## src/rtl/register_bank.sv

```systemverilog
// register_bank: 32 x 32-bit register file, two combinational read ports,
// one write port, and a 16-bit committed-write counter.
// Register 0 reads as zero. Writes to index 0 are dropped and not counted.
// Optional build macro: REGBANK_BYPASS_EN. When it is defined, a pending
// write is forwarded to any read port that addresses the same register in
// the same cycle.
module register_bank (
  input  logic        clk,
  input  logic        rst,
  input  logic        RegWrite,
  input  logic [4:0]  wrAddr,
  input  logic [31:0] wrData,
  input  logic [4:0]  rsAddr,
  input  logic [4:0]  rtAddr,
  output logic [31:0] rsData,
  output logic [31:0] rtData,
  output logic [15:0] wrCount
);

  localparam int NUM_REGS = 32;
  localparam int DATA_W   = 32;
  localparam int ADDR_W   = 5;
  localparam int NUM_RD   = 2;

  logic [NUM_REGS-1:0][DATA_W-1:0] regs_q, regs_d;
  logic [15:0]                     cnt_q, cnt_d;
  logic                            wr_en;

  logic [NUM_RD-1:0][ADDR_W-1:0]   rd_addr;
  logic [NUM_RD-1:0][DATA_W-1:0]   rd_data;

  // Index 0 is hard-wired to zero, so a write aimed at it never commits.
  assign wr_en = RegWrite && (wrAddr != '0);

  // Next state for the storage and the write counter.
  always_comb begin
    regs_d = regs_q;
    cnt_d  = cnt_q;
    if (wr_en) begin
      regs_d[wrAddr] = wrData;
      cnt_d          = cnt_q + 16'd1;   // wraps 0xFFFF -> 0x0000
    end
  end

  // State registers. Reset clears the bank immediately and wins over any
  // write presented on the same edge.
  always_ff @(posedge clk or posedge rst) begin
    if (rst) begin
      regs_q <= '0;
      cnt_q  <= '0;
    end else begin
      regs_q <= regs_d;
      cnt_q  <= cnt_d;
    end
  end

  assign rd_addr[0] = rsAddr;
  assign rd_addr[1] = rtAddr;

  // The read ports are identical, so they are built from a single loop.
  for (genvar p = 0; p < NUM_RD; p++) begin : g_rd
    logic [DATA_W-1:0] data;

    // Combinational read. The result is forced to zero for index 0 and
    // while rst is high, so forwarding can never leak through in those cases.
    always_comb begin
      data = regs_q[rd_addr[p]];
`ifdef REGBANK_BYPASS_EN
      if (wr_en && (rd_addr[p] == wrAddr)) data = wrData;
`endif
      if (rst || (rd_addr[p] == '0)) data = '0;
    end

    assign rd_data[p] = data;
  end

  assign rsData  = rd_data[0];
  assign rtData  = rd_data[1];
  assign wrCount = cnt_q;

endmodule

```

## config.mk

```make
export PLATFORM = sky130hd
export DESIGN_NAME = register_bank
export DESIGN_NICKNAME = d
export VERILOG_FILES = /design/src/rtl/register_bank.sv
export SDC_FILE = /design/constraint.sdc
export NUM_CORES = 2
export LEC_CHECK = 0
export BUFFER_PORTS_ARGS = -buffer_cell sky130_fd_sc_hd__buf_2
export CELL_PAD_IN_SITES_DETAIL_PLACEMENT = 2
export CELL_PAD_IN_SITES_GLOBAL_PLACEMENT = 2
export CORE_ASPECT_RATIO = 1.4
export CORE_UTILIZATION = 30
export CTS_BUF_LIST = sky130_fd_sc_hd__clkbuf_2 sky130_fd_sc_hd__clkbuf_4 sky130_fd_sc_hd__clkbuf_8
export CTS_CLUSTER_DIAMETER = 150
export CTS_CLUSTER_SIZE = 20
export DETAILED_ROUTE_END_ITERATION = 8
export GPL_TIMING_DRIVEN = 0
export PLACE_DENSITY = 0.6
export SLEW_MARGIN = 20
export SYNTH_ARGS = -nofsm -noshare
export SYNTH_HDL_FRONTEND = slang
export SYNTH_SLANG_ARGS = --single-unit
```

## constraint.sdc

```tcl
create_clock -name clk -period 50 [get_ports clk]
set_input_delay 5 -clock clk [delete_from_list [all_inputs] [get_ports clk]]
set_output_delay 5 -clock clk [all_outputs]
set_load 0.01 [all_outputs]
```

==> flow_summary.json <==
{
  "preCtsSetupSlack_ns": 35.41,
  "syn_nets": 4208,
  "placedCellCount": 6730,
  "timing.fmax_ghz": 0.06731,
  "antenna_found_initial": 15,
  "setup_ws_ns": 35.14,
  "core_um2": 181900,
  "numCtsBuffers": 57,
  "grt_pass1_vias": 42842,
  "worstSetupStartpointType": "input pin",
  "synth.cell_area_um2": 55100,
  "cp_data_arrival_time_ns": 9.86,
  "p_leak_nw": 26.84,
  "synth_seq_cells": 1040,
  "synthFlopType": "dfrtp_1",
  "die-area_um2": 185400,
  "vias_per_cell": 5.755,
  "post-cts-setup-buffers": 0,
  "yosysWarnings": 0,
  "route.vias.total": 39135,
  "clockBufferDepth": 3,
  "required_ns": 45.00,
  "wl_per_cell_um": 37.89,
  "syn-mean-instance-area_um2": 13.25,
  "worst_pin_slew_ns": 1.331,
  "power.density_nw_per_um2": 33.83,
  "grt_pass1_wl_um": 354000,
  "finalSetupTns_ns": 0,
  "start_util_pct": 30.28,
  "maxCapViolCount": 0,
  "yosysTopAreaCell": "dfrtp_1",
  "io_buffers": 121,
  "synth_edf_count": 0,
  "ys_seq_area_share_pct": 47.24,
  "grt-ovfl-total": 0,
  "ys_types": 42,
  "final_common_cell": "dfrtp_1",
  "clk_latency_ns": 0.91,
  "drive_above_1_share_pct": 36.78,
  "dpl_cell_area_um2": 59260,
  "drtPass1Iterations": 7,
  "setup-violations-final": 0,
  "syn_inst": 4157,
  "grt_max_degree": 97,
  "gp_congestion": 0.9591,
  "ys_top_cells_by_area": "dfrtp_1 (47%), mux2_2 (20%), mux2i_1 (11%)",
  "stdcell_count": 6800,
  "rows": 185,
  "slew_viol_final": 0,
  "synthArstFlopShare_pct": 100.0,
  "rsz0062_at_grt": "false",
  "period_needed_ns": 14.86,
  "dp_hpwl_um": 191100,
  "dieWidth_um": 364.2,
  "grt_use_total_pct": 27.78,
  "yosys.area.top_type_share_pct": 47.24,
  "io_pins": 130,
  "totalWireLength_um": 257700,
  "final_area_um2": 60130,
  "critical_path_class": "input pin to output port",
  "cp-end-kind": "output port",
  "htree_num_levels": 2,
  "drtAntennaViolNets": 0,
  "nets": 4411,
  "drt-initial-drc-count": 2645,
  "drc_errors": 0,
  "clk_pin_slew_ns": 0.12,
  "crit_fanout": 10,
  "cts_hold_buf": 0,
  "ir_drop_uv": 22.41,
  "skew_ns": 0.002458,
  "status": "completed",
  "syn_to_final_growth_pct": 9.129,
  "final_cell_mix": "dfrtp_1 (1040), mux2_2 (992), mux2i_1 (597)",
  "slew_headroom_pct": 11.29,
  "clockRootBuffer": "clkbuf_8",
  "final_hold_viol_count": 0,
  "hold_path_class": "register to register",
  "cts_sinks": 1040,
  "tritoncts": "yes",
  "finalCritPeriodShare_pct": 29.71,
  "final_util_pct": 33.05,
  "ctsResizeCount": 0,
  "fp.dieH_um": 509.1
}
power breakdown:
part,total (mW),internal [mW],switching (mW)
logic,0.504,0.254,0.250
clock network,0.402,0.106,0.296
registers,1.13,0.999,0.130
total,2.03,1.36,0.675
synth_stat cells (all sizes together), types with 2 or more instances:
library cell and instances:
or2 2, nor2b 8, xor2 7, mux2i 597
nor2 29, nand3 153, nor3 4, nor3b 8
buf 194, mux2 993, o21ba 2, a21oi 106
a32oi 19, xnor2 8, or3b 2, and3 27
and2 6, a22oi 277, mux4 214, nand4b 3
nand4 69, clkbuf 258, or3 2, nand3b 6
dfrtp 1040, nand2 106, inv 5
logic make-up after synthesis:
group                      Yosys count  share of synthesized area, %
buffers and inverters              457                         3.429
and+or+nand+nor                    429                         4.013
adders and majority gates            1                       0.02271
DFF                               1040                         47.24
AOI/OAI and AO/OA                  411                         5.173
xor gates and xnor gates            15                        0.2385
muxes                             1804                         39.89
metal layers:
metal | GRT usage (%) | wire [um]
met1 | 33.64 | 102600
met3 | 3.693 | 11310
met2 | 45.15 | 121400
met5 | 0 | 78
met4 | 20.47 | 22270
critical path, stage by stage:
cell,delay [ns]
clkbuf_1,0.53
buf_2,0.53
buf_2,0.61
clkbuf_1,0.79
nor3b_2,0.37
a32oi_1,1.04
nand4_1,0.63
buf_2,0.33
cell type report:
| cell class | instances | area [um2] |
|---|---|---|
| fill | 19191 | 121800 |
| multi-input combinational | 2660 | 27200 |
| sequential | 1040 | 26030 |
| tap | 2431 | 3042 |
| buffer | 452 | 1919 |
| timing repair buffer | 144 | 1070 |
| clock buffer | 59 | 812.0 |
| inverter | 5 | 26.28 |
| antenna | 8 | 20.02 |
| clock inverter | 1 | 7.507 |
flip-flops by register name, summed over array words and instances, names as in the netlist:
signal,flops
regs_q,1024
wrCount,16
final timing paths:
check	start	to	slack [ns]	cells past startpoint
min in group asynchronous	rst	regs_q[422]$_DFFE_PP0P_	4.45	2
min reg2reg	regs_q[5]$_DFFE_PP0P_	regs_q[5]$_DFFE_PP0P_	0.49	1
min	regs_q[5]$_DFFE_PP0P_	regs_q[5]$_DFFE_PP0P_	0.49	1
max	rtAddr[0]	rtData[17]	35.14	8
max reg2reg	wrCount[2]$_DFFE_PP0P_	wrCount[7]$_DFFE_PP0P_	48.24	4
max in group asynchronous	rst	regs_q[86]$_DFFE_PP0P_	43.47	6
through the flow:
stage	hold slack [ns]	total power [mW]
2_1_floorplan	0.4413	1.454
4_1_cts	0.4990	2.044
5_1_grt	0.5078	2.122
3_5_place_dp	0.4681	1.646
6_report	0.4919	2.034
3_3_place_gp	0.4551	1.616
(Power assumes the default switching activity.)
